`src/rtl/operand_stream_buffer.sv`:
```
// ---------------------------------------------------------------------------
// operand_stream_buffer
//   Elastic valid/ready stage in front of one accelerator operand port.
//   Host words are buffered in a DEPTH-entry FIFO and presented with a
//   per-word zero flag (lets the chip skip MACs) and an end-of-frame marker
//   derived from a pop counter modulo FRAME_LEN.
//
//   Build option: OPERAND_ZERO_FLAG_EN
//     defined   - zero bit stored per entry, driven on out_zero_flag
//     undefined - no zero bit stored, out_zero_flag tied to 0
//
// Ports
//   clk            system clock
//   arst_n_in      asynchronous reset, active low
//   flush          synchronous clear of FIFO and frame counter (wins over push/pop)
//   in_data        host operand word
//   in_valid       host word valid
//   in_ready       buffer can accept a word (= not full, no path from out_ready)
//   out_data       FIFO head word (0 while empty)
//   out_zero_flag  head word == 0
//   out_valid      FIFO not empty
//   out_ready      chip accepts the head word
//   out_last       head word is the last word of the current frame
//   level          FIFO occupancy, 0..DEPTH
// ---------------------------------------------------------------------------
module operand_stream_buffer #(
   parameter int unsigned DATA_WIDTH = 16,
   parameter int unsigned DEPTH      = 4,
   parameter int unsigned FRAME_LEN  = 576
) (
   input  logic                           clk,
   input  logic                           arst_n_in,
   input  logic                           flush,
   input  logic [DATA_WIDTH-1:0]          in_data,
   input  logic                           in_valid,
   output logic                           in_ready,
   output logic [DATA_WIDTH-1:0]          out_data,
   output logic                           out_zero_flag,
   output logic                           out_valid,
   input  logic                           out_ready,
   output logic                           out_last,
   output logic [$clog2(DEPTH+1)-1:0]     level
);

   localparam int unsigned PTR_W = (DEPTH > 1) ? $clog2(DEPTH) : 1;
   localparam int unsigned LVL_W = $clog2(DEPTH + 1);
   localparam int unsigned CNT_W = (FRAME_LEN > 1) ? $clog2(FRAME_LEN) : 1;
`ifdef OPERAND_ZERO_FLAG_EN
   localparam int unsigned ENTRY_W = DATA_WIDTH + 1;
`else
   localparam int unsigned ENTRY_W = DATA_WIDTH;
`endif

   logic [ENTRY_W-1:0] mem_q [DEPTH];
   logic [PTR_W-1:0]   wr_ptr_q, wr_ptr_d;
   logic [PTR_W-1:0]   rd_ptr_q, rd_ptr_d;
   logic [LVL_W-1:0]   level_q,  level_d;
   logic [CNT_W-1:0]   cnt_q,    cnt_d;

   logic               empty_c;
   logic               full_c;
   logic               push_c;
   logic               pop_c;
   logic               last_c;
   logic [ENTRY_W-1:0] wr_entry_c;
   logic [ENTRY_W-1:0] head_c;

   // Occupancy-derived status; ready never looks at out_ready
   assign empty_c = (level_q == '0);
   assign full_c  = (level_q == LVL_W'(DEPTH));
   assign push_c  = in_valid && !full_c;
   assign pop_c   = !empty_c && out_ready;
   assign last_c  = !empty_c && (cnt_q == CNT_W'(FRAME_LEN - 1));

   // Entry packing: optional zero bit above the data word
`ifdef OPERAND_ZERO_FLAG_EN
   assign wr_entry_c = {(in_data == '0), in_data};
`else
   assign wr_entry_c = in_data;
`endif

   assign head_c = mem_q[rd_ptr_q];

   // Next-state for pointers, level and frame counter; flush dominates
   always_comb begin
      wr_ptr_d = wr_ptr_q;
      rd_ptr_d = rd_ptr_q;
      level_d  = level_q;
      cnt_d    = cnt_q;
      if (flush) begin
         wr_ptr_d = '0;
         rd_ptr_d = '0;
         level_d  = '0;
         cnt_d    = '0;
      end else begin
         // DEPTH is a power of two, so pointers wrap naturally
         if (push_c) begin
            wr_ptr_d = wr_ptr_q + PTR_W'(1);
         end
         if (pop_c) begin
            rd_ptr_d = rd_ptr_q + PTR_W'(1);
            cnt_d    = last_c ? '0 : cnt_q + CNT_W'(1);
         end
         if (push_c && !pop_c) begin
            level_d = level_q + LVL_W'(1);
         end else if (!push_c && pop_c) begin
            level_d = level_q - LVL_W'(1);
         end
      end
   end

   // Control state
   always_ff @(posedge clk or negedge arst_n_in) begin
      if (!arst_n_in) begin
         wr_ptr_q <= '0;
         rd_ptr_q <= '0;
         level_q  <= '0;
         cnt_q    <= '0;
      end else begin
         wr_ptr_q <= wr_ptr_d;
         rd_ptr_q <= rd_ptr_d;
         level_q  <= level_d;
         cnt_q    <= cnt_d;
      end
   end

   // Storage: contents are only observable through the valid-gated head
   always_ff @(posedge clk) begin
      if (push_c && !flush) begin
         mem_q[wr_ptr_q] <= wr_entry_c;
      end
   end

   // Output view of the head entry; forced to 0 while empty
   assign in_ready  = !full_c;
   assign out_valid = !empty_c;
   assign out_last  = last_c;
   assign level     = level_q;
   assign out_data  = empty_c ? '0 : head_c[DATA_WIDTH-1:0];
`ifdef OPERAND_ZERO_FLAG_EN
   assign out_zero_flag = !empty_c && head_c[DATA_WIDTH];
`else
   assign out_zero_flag = 1'b0;
`endif

endmodule

```
`config.mk`:
```
export PLATFORM = sky130hd
export DESIGN_NAME = operand_stream_buffer
export DESIGN_NICKNAME = d
export VERILOG_FILES = /design/src/rtl/operand_stream_buffer.sv
export SDC_FILE = /design/constraint.sdc
export NUM_CORES = 1
export LEC_CHECK = 0
export ABC_AREA = 1
export CAP_MARGIN = 25
export CORE_MARGIN = 2
export CORE_UTILIZATION = 50
export DETAILED_ROUTE_END_ITERATION = 6
export GPL_TIMING_DRIVEN = 0
export PLACE_DENSITY = 0.76
export SYNTH_ARGS = -nofsm -noshare
export SYNTH_HDL_FRONTEND = slang
export SYNTH_SLANG_ARGS = --single-unit
export TNS_END_PERCENT = 5
```
`constraint.sdc`:
```
create_clock -name clk -period 2.1 [get_ports clk]
set_clock_uncertainty 0.2 [all_clocks]
set_input_delay 0.42 -clock clk [delete_from_list [all_inputs] [get_ports clk]]
set_output_delay 0.42 -clock clk [all_outputs]
set_load 0.1 [all_outputs]
```
== Yosys cells after proc, flatten, opt, wreduce, memory -nomap -nowiden ==
Memory sizes are Yosys's and may differ from the RTL's.
Index checks and enable logic that the tools add are counted.
Storage, ports and cells
  register bits after elaboration: 17
  bits in writable memories: 64
  input port bits: 21
  output and inout port bits: 23
  memories: 1
Memory list
  mem_q: depth 4, bits a word 16, read ports 1, clocked after Yosys merged registers in 0, wr ports 1, RTL line 54  | logic [ENTRY_W-1:0] mem_q [DEPTH];
Operators by class
  $add $sub $neg: 5
  equality and inequality tests: 2
  muxes and demuxes: 13
  reductions and logical operators: 15
Operators with widths (count)
  $mux 10: 3
  $mux 16: 1
  $add 10x1->10 const B: 1
  $eq 10x10->1 const B: 1
  $mux 3: 3
  $mux 2: 4
  $logic_and 1x1->1: 6
  $logic_not 1->1: 5
  $add 2x1->2 const B: 2
  $reduce_bool 2->1: 2
  $add 3x1->3 const B: 1
  $eq 3x3->1 const B: 1
  $logic_not 3->1: 1
  $reduce_bool 3->1: 1
  $sub 3x1->3 const B: 1
  $mux 1: 2

== Longest topological paths before layout ==
Gate-level depths: netlist of the first run.
  depth after elaboration: 8
  mapped depth: 12
  mapped depth without buffers: 12

== Worst setup path before layout of the first run ==
Ideal clock, no wire load.
  path kind: flip-flop to output port
  from: reg level_q[0] (netlist: level[0])
  to: out out_data[10]
  arrival: 3.137 ns
  setup slack: -1.657 ns
  stages on the path, launching flop included: 6
  path buffers: 1
  cell sequence: dfrtp_1 -> inv_1 -> nand2_1 -> nor2_4 -> buf_1 -> a21oi_1
Between the ends
  word-level cells in the longest chain between the ends: 2
RTL lines
  start: declaration: RTL line 57  | logic [LVL_W-1:0] level_q, level_d;
  start signal: assignment: RTL line 122  | level_q <= level_d;
  $logic_not 3->1: RTL line 69  | assign empty_c = (level_q == '0);
  $mux 16: RTL line 139  | assign out_data = empty_c ? '0 : head_c[DATA_WIDTH-1:0];
  end: declaration: RTL line 37  | output logic [DATA_WIDTH-1:0] out_data,
No other way between the ends.

== Worst setup path after layout of the first run ==
  from: reg rd_ptr_q[0]
  to: out out_data[14]
Between the ends
  word-level cells in the longest chain between the ends: 2
RTL lines
  start: declaration: RTL line 56  | logic [PTR_W-1:0] rd_ptr_q, rd_ptr_d;
  start signal: assignment: RTL line 121  | rd_ptr_q <= rd_ptr_d;
  $mem_v2 4x16
  $mux 16: RTL line 139
No other way between the ends.

==> results of run 1 <==
==> power breakdown <==
part           leakage [nW]  switching (mW)  internal [mW]  total [mW]
registers             0.807          0.0974           1.86        1.96
logic                  1.09            2.87           1.68        4.55
clock network        0.0734           0.541          0.419       0.960
==> timing repair <==
action / 4_1_cts / 5_1_grt
setup endpoints to repair: 87 / 84
gates cloned: 1 / 2
setup buffers: 8 / 2
gates resized for setup: 237 / 30
pin swaps: 7 / 9
==> through the flow <==
stage	power, mW	area [um2]	hold WS [ps]
finish	7.47	5220	318
global route	7.76	5220	362
CTS	7.28	5070	323
detailed placement	5.43	4470	296
global placement	5.39	4470	295
floorplan	4.72	3930	-75.6
==> worst paths after layout <==
path	start	depth (start not counted)	slack, ps	to
min in group asynchronous	arst_n_in	1	340	level[1]$_DFFE_PN0P_
worst max register to register	level[0]$_DFFE_PN0P_	12	-80	level[2]$_DFFE_PN0P_
worst min register to register	cnt_q[1]$_DFFE_PN0P_	2	320	cnt_q[1]$_DFFE_PN0P_
worst max-delay path	rd_ptr_q[0]$_DFFE_PN0P_	7	-210	out_data[14]
max in group asynchronous	arst_n_in	1	770	level[2]$_DFFE_PN0P_
worst min-delay path	cnt_q[1]$_DFFE_PN0P_	2	320	cnt_q[1]$_DFFE_PN0P_
==> placed cells by master (no fill, tap or decap), types with 3 or more instances in the layout <==
| master | count |
|---|---|
| clkdlybuf4s15_2 | 3 |
| buf_6 | 3 |
| buf_12 | 23 |
| a21oi_4 | 16 |
| clkdlybuf4s50_1 | 20 |
| dfrtp_4 | 3 |
| o21ai_2 | 13 |
| nand4_1 | 7 |
| inv_1 | 18 |
| clkbuf_8 | 10 |
| o21ai_1 | 21 |
| nor2_2 | 4 |
| nor2_4 | 6 |
| nand3_1 | 10 |
| clkbuf_16 | 3 |
| nand2_2 | 5 |
| o21ai_0 | 5 |
| buf_4 | 7 |
| nand2_4 | 3 |
| nor2_1 | 74 |
| inv_4 | 3 |
| ha_1 | 4 |
| clkinvlp_4 | 3 |
| a21oi_2 | 4 |
| nand2_1 | 38 |
| inv_2 | 8 |
| edfxtp_1 | 64 |
| nand2_8 | 3 |
| buf_8 | 5 |
| dfrtp_1 | 14 |
==> metal layers <==
layer,vias up,GRT usage
met5,-,0
met4,0,0.0733
met3,7,0.0329
met2,66,0.398
met1,1334,0.273
li1,1316,-
==> kinds of logic after synthesis <==
| logic type | count (synthesis) |
|---|---|
| AO/OA/AOI/OAI | 62 |
| XOR/XNOR | 1 |
| adder cells (fa/ha/maj) | 6 |
| buffers and inverters | 44 |
| flip-flops | 81 |
| other | 1 |
| AND/OR/NAND/NOR | 154 |
==> critical path: cells and delay by family, from the launching register on <==
kind	cells	cell delay (ps)
buffers and inverters	3	530
AND/OR/NAND/NOR	2	160
AO/OA/AOI/OAI	2	270
flip-flops	1	370
==> flip-flops by register name (all words and copies together) (netlist names) <==
name and flops:
mem_q 64, level 3, rd_ptr_q 2, wr_ptr_q 2, cnt_q 10
==> layout make-up <==
cell class / instances / area [um2]
buffer: 14 / 209
inverter: 30 / 125
clock buffer: 10 / 128
fill: 464 / 1960
tap: 99 / 124
sequential: 81 / 2360
multi-input combinational: 224 / 1460
timing repair buffer: 55 / 783
clock inverter: 6 / 35.0
==> results.py, run 1 <==
metrics = {
    "synth": {
        "synth_edf_count": 64,
        "synthAdderAreaFrac": 0.0225,
        "yosys-top-cells-count": "nor2_1, edfxtp_1, nand2_1",
        "synth_compound_area_frac": 0.0915,
        "yosysTopAreaCell": "edfxtp_1",
        "syn-cell-area_mm2": 0.00367,
        "ys.warnings.count": 0,
        "yosys_register_bits": 81,
        "synthTopCellsByArea": "edfxtp_1, dfrtp_1, nor2_1, o21ai_0, nand2_1",
        "synthMuxAreaShare": 0,
        "synth_top_family_by_area": "simple AND/OR/NAND/NOR gates",
        "synth_top_flop_cell": "edfxtp_1",
        "synthArstFlopShare": 0.210,
        "synth_nets": 376,
        "syn_area_per_cell_um2": 10.5,
        "synth.most_common_cell": "nor2_1",
        "yosysTopAreaCellShare": 0.524,
        "synthCells": 349,
        "synth-seq-area-share": 0.640,
        "yosys.area_share.simple": 0.189,
        "synth_xor_area_frac": 0.00239,
        "ys_types": 31,
    },
    "power_and_ir_drop": {
        "powerDensity_mw_per_mm2": 1430,
        "ir_drop_mv": 0.885,
        "p_leak_nw": 1.98,
    },
    "die": {
        "rows": 31,
        "die_h_um": 89.6,
        "coreArea_mm2": 0.00718,
        "dieWidth_um": 89.6,
        "dieArea_mm2": 0.00803,
        "ios": 44,
        "start_util": 0.511,
    },
    "placed_design": {
        "io_buffers": 42,
        "dp_hpwl_um": 5050,
        "dp_slack_ps": -1170,
        "dp_cells": 490,
        "gp_congestion": 0.847,
    },
    "global_route": {
        "grt_util_all_layers": 0.221,
        "overflow": 0,
        "antenna_found_initial": 0,
        "grt_pass1_vias": 2695,
        "grt_pass1_wl_um": 12900,
        "grt_start_max_net_pins": 18,
    },
    "outcome": {
        "violations": "setup timing",
        "outcome": "complete, but fails checks",
    },
    "detailed_routing": {
        "via_count": 2723,
        "drtAntennaViolNets": 0,
        "wl_met2_um": 4560,
        "drtIter0Drc": 234,
        "wire_per_inst_um": 16.5,
        "vias_per_cell": 5.25,
        "top_layer": "met4",
        "dr.pass1.iters": 4,
        "wirelength_um": 8550,
        "drc": 0,
        "wl_met3_um": 324,
        "wl_met1_um": 3600,
    },
    "min_path": {
        "min-delay-path-class": "reg -> reg",
    },
    "cts": {
        "cts_tree": "yes",
        "cts-hold-fix-buffers": 0,
        "cts_made_buffers": 9,
        "clock-root-buffer": "clkbuf_8",
        "clk_pin_slew_ps": 80,
        "clk_latency_ps": 340,
        "cts_buffer_depth": 2,
        "htreeDepth": 3,
        "clkSinkCount": 81,
    },
    "worst_setup_path": {
        "worstSetupEndpointType": "output port",
        "path_class": "reg -> out",
        "critPathSlowestCell": "dfrtp_1",
        "cp_slowest_stage_delay_ps": 370,
        "required_ps": 1480,
        "worst-path-max-fanout": 9,
        "cpMostUsedCell": "nor2_1",
        "worstPathArrival_ps": 1690,
        "cp_cell_sequence": "buf_8 > clkbuf_16 > nor2_1 > nor2_1 > o21ai_2 > a21oi_4 > buf_12",
        "startpoint_type": "flop",
    },
    "sta": {
        "min_period_ps": 2310,
        "final_min_period_over_clock_period": 1.10,
        "slew_headroom": 0.464,
        "worstMarginPinSlew_ps": 802,
        "clock.fmax_mhz": 434,
        "setup_ws_ps": -206,
        "setup_viol": 20,
        "setup-tns-final_ps": -3380,
        "hold_viol": 0,
        "finalMaxSlewViolations": 0,
        "grt_setup_unrepaired": "yes",
    },
    "layout": {
        "stdcell_count": 519,
        "drive_above_1_share": 0.329,
        "layout.nets": 442,
        "syn_to_final_growth_pct": 42.4,
        "final_core_util": 0.727,
        "antennaDiodeCount": 0,
    },
    "job": {
        "max_cap_violations": 0,
    },
}
(Power assumes the default switching activity.)
==> run 2: changes to the inputs <==
--- a/config.mk
+++ b/config.mk
@@ -7,10 +7,10 @@
 export LEC_CHECK = 0
 export ABC_AREA = 1
 export CAP_MARGIN = 25
+export CORE_ASPECT_RATIO = 0.7
 export CORE_MARGIN = 2
 export CORE_UTILIZATION = 50
 export DETAILED_ROUTE_END_ITERATION = 6
-export GPL_TIMING_DRIVEN = 0
 export PLACE_DENSITY = 0.76
 export SYNTH_ARGS = -nofsm -noshare
 export SYNTH_HDL_FRONTEND = slang
==> results.py, run 2 (synthesized netlist as in run 1, its figures left out) <==
metrics = {
    "cts": {
        "clk_pin_slew_ps": 90,
        "clkSinkCount": 81,
        "clock-root-buffer": "clkbuf_8",
        "cts_made_buffers": 9,
        "clk_latency_ps": 340,
        "cts_buffer_depth": 2,
        "htreeDepth": 3,
        "cts_tree": "yes",
        "cts-hold-fix-buffers": 0,
    },
    "worst_setup_path": {
        "r2r-start": "level[0]$_DFFE_PN0P_",
        "cp_slowest_stage_delay_ps": 430,
        "critPathSlowestCell": "dfrtp_2",
        "startpoint_type": "flop",
        "worst-path-max-fanout": 6,
        "required_ps": 1480,
        "crit-reg2reg-capture": "level[2]$_DFFE_PN0P_",
        "cp_cell_sequence": "buf_12 > buf_6 > nor2_1 > nor2_1 > o21ai_1 > a21oi_4 > buf_12",
        "worstSetupEndpointType": "output port",
        "worstPathArrival_ps": 1710,
        "r2r_slack_ps": -150,
        "path_class": "reg -> out",
        "cp.buffers_inverters": 3,
        "path_delay_family": "buffers and inverters",
        "reg2regPathDepth": 12,
    },
    "global_route": {
        "grt_start_max_net_pins": 23,
        "grt_pass1_vias": 2772,
        "antenna_found_initial": 0,
        "grt_util_all_layers": 0.227,
        "grt_pass1_wl_um": 13700,
        "overflow": 0,
    },
    "layout": {
        "stdcell_count": 530,
        "largest_reg_flops": 64,
        "antennaDiodeCount": 0,
        "mostFrequentLayoutCell": "nor2_1",
        "syn_to_final_growth_pct": 49.0,
        "top_register": "mem_q",
        "drive_above_1_share": 0.377,
        "layout.nets": 455,
        "final_core_util": 0.760,
        "n_fill_cell": 410,
        "most-common-layout-cells": "nor2_1, edfxtp_1, nand2_1",
        "fin_area_mm2": 0.00546,
    },
    "power_and_ir_drop": {
        "p_leak_nw": 2.10,
        "ir_drop_mv": 0.886,
        "powerDensity_mw_per_mm2": 1430,
    },
    "sta": {
        "finalMaxSlewViolations": 0,
        "grt_setup_unrepaired": "yes",
        "final_min_period_over_clock_period": 1.11,
        "setup_ws_ps": -233,
        "setup_viol": 20,
        "setup-tns-final_ps": -3160,
        "hold_ws_ps": 201,
        "min_period_ps": 2330,
        "hold_viol": 0,
        "clock.fmax_mhz": 429,
    },
    "placed_design": {
        "gp_congestion": 0.854,
        "io_buffers": 42,
        "placed_area_mm2": 0.00481,
        "dp_hpwl_um": 5060,
        "dp_cells": 491,
    },
    "die": {
        "coreArea_mm2": 0.00719,
        "ios": 44,
        "rows": 26,
        "start_util": 0.510,
        "dieArea_mm2": 0.00804,
        "die_h_um": 75.6,
        "dieWidth_um": 106,
    },
    "detailed_routing": {
        "wire_per_inst_um": 18.8,
        "vias_per_cell": 5.63,
        "drtIter0Drc": 184,
        "dr.pass1.iters": 5,
        "via_count": 2985,
        "drc": 0,
        "wirelength_um": 9990,
        "drtAntennaViolNets": 0,
    },
    "min_path": {
        "min-delay-path-class": "in -> async",
    },
    "outcome": {
        "outcome": "complete, but fails checks",
        "violations": "setup timing",
    },
    "job": {
        "max_cap_violations": 0,
    },
}
-- run 2: changes by cell type in the layout (fill, tap and decap cells not counted), moves of 3 or more --
cell and delta:
buf_4 +9, o21ai_2 +10, clkinv_2 +3, buf_8 -4, buf_6 +4, buf_12 +9
o21ai_1 -10, clkdlybuf4s15_2 -3
-- run 2: how the worst max path moves through the flow --
stage | from | end | slack, ps | cells past startpoint
after CTS | rd_ptr_q[0]$_DFFE_PN0P_ | out_data[2] | -150 | 6
after detailed placement | out_ready | level[2]$_DFFE_PN0P_ | -200 | 11
final | rd_ptr_q[0]$_DFFE_PN0P_ | out_data[15] | -230 | 7
after global routing | rd_ptr_q[0]$_DFFE_PN0P_ | out_data[15] | -340 | 7
after floorplan | level[2]$_DFFE_PN0P_ | level[2]$_DFFE_PN0P_ | -260 | 12
after global placement | out_ready | level[2]$_DFFE_PN0P_ | -150 | 11
-- run 2: per-layer routing --
| metal | vias up | wire length (um) | GRT usage |
|---|---|---|---|
| met5 | - | 0 | 0 |
| met4 | 0 | 221 | 0.0746 |
| met3 | 27 | 767 | 0.0539 |
| met2 | 163 | 5060 | 0.396 |
| met1 | 1458 | 3940 | 0.289 |
| li1 | 1337 | - | - |
-- run 2: timing repair --
action | in CTS | in global routing
pin swaps | 8 | 15
buffers inserted | 14 | 3
gates resized for setup | 50 | 34
setup endpoints to repair | 18 | 21
gates cloned | 2 | 6
-- run 2: stage by stage --
step | setup slack [ps] | power (mW)
global placement | -145 | 6.06
floorplan | -261 | 4.72
detailed placement | -202 | 6.12
global route | -340 | 8.05
finish | -233 | 7.81
CTS | -147 | 7.45
-- run 2: final cells by class --
| class | instances | area, um2 | area share |
|---|---|---|---|
| clock inverter | 6 | 36.3 | 0.00664 |
| tap | 98 | 123 | 0.0225 |
| clock buffer | 9 | 124 | 0.0227 |
| timing repair buffer | 82 | 1210 | 0.222 |
| inverter | 30 | 125 | 0.0229 |
| sequential | 81 | 2360 | 0.432 |
| multi-input combinational | 224 | 1480 | 0.272 |
-- run 2: power breakdown --
| group | total [mW] | internal (mW) | switching, mW | leakage (nW) |
|---|---|---|---|---|
| combinational | 4.88 | 1.87 | 3.01 | 1.21 |
| sequential | 1.96 | 1.86 | 0.0960 | 0.806 |
| clock | 0.974 | 0.417 | 0.558 | 0.0846 |
==> run 3: changes to the inputs <==
--- a/config.mk
+++ b/config.mk
@@ -11,7 +11,7 @@
 export CORE_MARGIN = 2
 export CORE_UTILIZATION = 50
 export DETAILED_ROUTE_END_ITERATION = 6
-export PLACE_DENSITY = 0.76
+export PLACE_DENSITY = 0.78
 export SYNTH_ARGS = -nofsm -noshare
 export SYNTH_HDL_FRONTEND = slang
 export SYNTH_SLANG_ARGS = --single-unit
==> results.py, run 3 (synthesized netlist as in run 1, its figures left out) <==
metrics = {
    "cts": {
        "htreeDepth": 3,
        "cts_tree": "yes",
        "clkSinkCount": 81,
        "clock-root-buffer": "clkbuf_8",
        "cts_made_buffers": 9,
        "clk_latency_ps": 350,
        "cts_buffer_depth": 2,
        "clk_pin_slew_ps": 80,
        "cts-hold-fix-buffers": 0,
    },
    "detailed_routing": {
        "drc": 0,
        "wirelength_um": 8440,
        "drtIter0Drc": 187,
        "wire_per_inst_um": 16.1,
        "drtAntennaViolNets": 0,
        "vias_per_cell": 5.33,
        "via_count": 2787,
        "dr.pass1.iters": 5,
    },
    "power_and_ir_drop": {
        "p_switching_mw": 3.47,
        "total_power_mw": 7.52,
        "p_sw_frac": 0.461,
        "combinationalPowerShare": 0.598,
        "p_int_mw": 4.05,
        "pwr-share-clk": 0.147,
        "power_frac_seq": 0.255,
        "ir_drop_mv": 0.909,
        "powerDensity_mw_per_mm2": 1450,
        "p_leak_nw": 1.99,
    },
    "layout": {
        "drive_above_1_share": 0.306,
        "antennaDiodeCount": 0,
        "most-common-layout-cells": "nor2_1, edfxtp_1, nand2_1",
        "largest_reg_flops": 64,
        "top_register": "mem_q",
        "seq_area_mm2": 0.00236,
        "multi_input_area_mm2": 0.00139,
        "n_fill_cell": 429,
        "stdcell_count": 523,
        "syn_to_final_growth_pct": 41.6,
        "layout.nets": 447,
        "mostFrequentLayoutCell": "nor2_1",
    },
    "placed_design": {
        "dp_slack_ps": -276,
        "io_buffers": 42,
        "dp_hpwl_um": 4960,
        "gp_congestion": 0.868,
        "dp_cells": 493,
    },
    "sta": {
        "setup_ws_ps": -246,
        "min_period_ps": 2350,
        "hold_viol": 0,
        "setup_viol": 20,
        "clock.fmax_mhz": 426,
        "grt_setup_unrepaired": "yes",
        "finalMaxSlewViolations": 0,
        "final_min_period_over_clock_period": 1.12,
    },
    "worst_setup_path": {
        "required_ps": 1480,
        "worst-path-max-fanout": 5,
        "startpoint_type": "flop",
        "worstSetupEndpointType": "output port",
        "reg2regPathDepth": 12,
        "worstPathArrival_ps": 1730,
        "path_class": "reg -> out",
    },
    "global_route": {
        "overflow": 0,
        "grt_pass1_wl_um": 12800,
        "grt_pass1_vias": 2679,
        "grt_util_all_layers": 0.216,
        "antenna_found_initial": 0,
        "grt_start_max_net_pins": 33,
    },
    "die": {
        "dieArea_mm2": 0.00804,
        "ios": 44,
        "coreArea_mm2": 0.00719,
        "dieWidth_um": 106,
        "start_util": 0.510,
        "rows": 26,
        "die_h_um": 75.6,
    },
    "job": {
        "max_cap_violations": 0,
    },
    "outcome": {
        "outcome": "complete, but fails checks",
        "violations": "setup timing",
    },
    "min_path": {
        "min-delay-path-class": "in -> async",
    },
}
-- run 3: metrics by stage --
stage / area [um2] / utilization / hold WS (ps) / setup TNS (ps)
final: 5190 / 0.722 / 194 / -3370
after global routing: 5190 / 0.722 / 221 / -4550
after global placement: 4820 / 0.670 / 294 / -256
after CTS: 5130 / 0.713 / 186 / -4210
after detailed placement: 4820 / 0.670 / 308 / -390
after floorplan: 3930 / - / -75.6 / -18510
-- run 3: critical path, cell delays in order (launching register included) --
cell and delay (ps):
dfrtp_4 490, buf_6 130, clkinv_4 50, nand2_4 40
nor2_4 160, buf_6 150, buf_12 130, a21oi_4 50
buf_12 180
-- run 3: power groups by stage --
stage	combinational, mW	clock [mW]	sequential, mW
floorplan	2.59	0	2.13
global placement	4.09	0	1.95
detailed placement	4.15	0	1.96
CTS	4.43	1.13	1.92
global route	4.67	1.19	1.93
finish	4.49	1.11	1.92
-- run 3: path summary, 6_finish.rpt --
kind | start | end | slack (ps)
setup / recovery | level[0]$_DFFE_PN0P_ | out_data[8] | -250
hold / removal | arst_n_in | cnt_q[7]$_DFFE_PN0P_ | 190
setup reg to reg | level[0]$_DFFE_PN0P_ | level[2]$_DFFE_PN0P_ | -80
hold reg to reg | cnt_q[2]$_DFFE_PN0P_ | cnt_q[2]$_DFFE_PN0P_ | 350
max in group asynchronous | arst_n_in | level[1]$_DFFE_PN0P_ | 1280
min in group clk | cnt_q[2]$_DFFE_PN0P_ | cnt_q[2]$_DFFE_PN0P_ | 350
-- run 3: timing repair --
action                                  in CTS  in global routing
gates cloned                                 1                  0
endpoints found under the setup margin      18                 21
pin swaps                                    3                  4
gates resized for setup                     11                 41
setup buffers                                8                  6
endpoints found under the hold margin        0                  0
-- run 3: routing by layer --
metal,GRT usage,share of wire
met2,0.360,0.50
met4,0.120,0.024
met3,0.0556,0.064
met1,0.266,0.41
met5,0,0
-- run 3: cell type report --
class,instances,area share
multi-input cells,224,0.267
repair buffers,74,0.195
flip-flops and latches,81,0.454
well taps,98,0.0236
clock buffers,10,0.0246
clock inverters,6,0.0128
inverters,30,0.0231
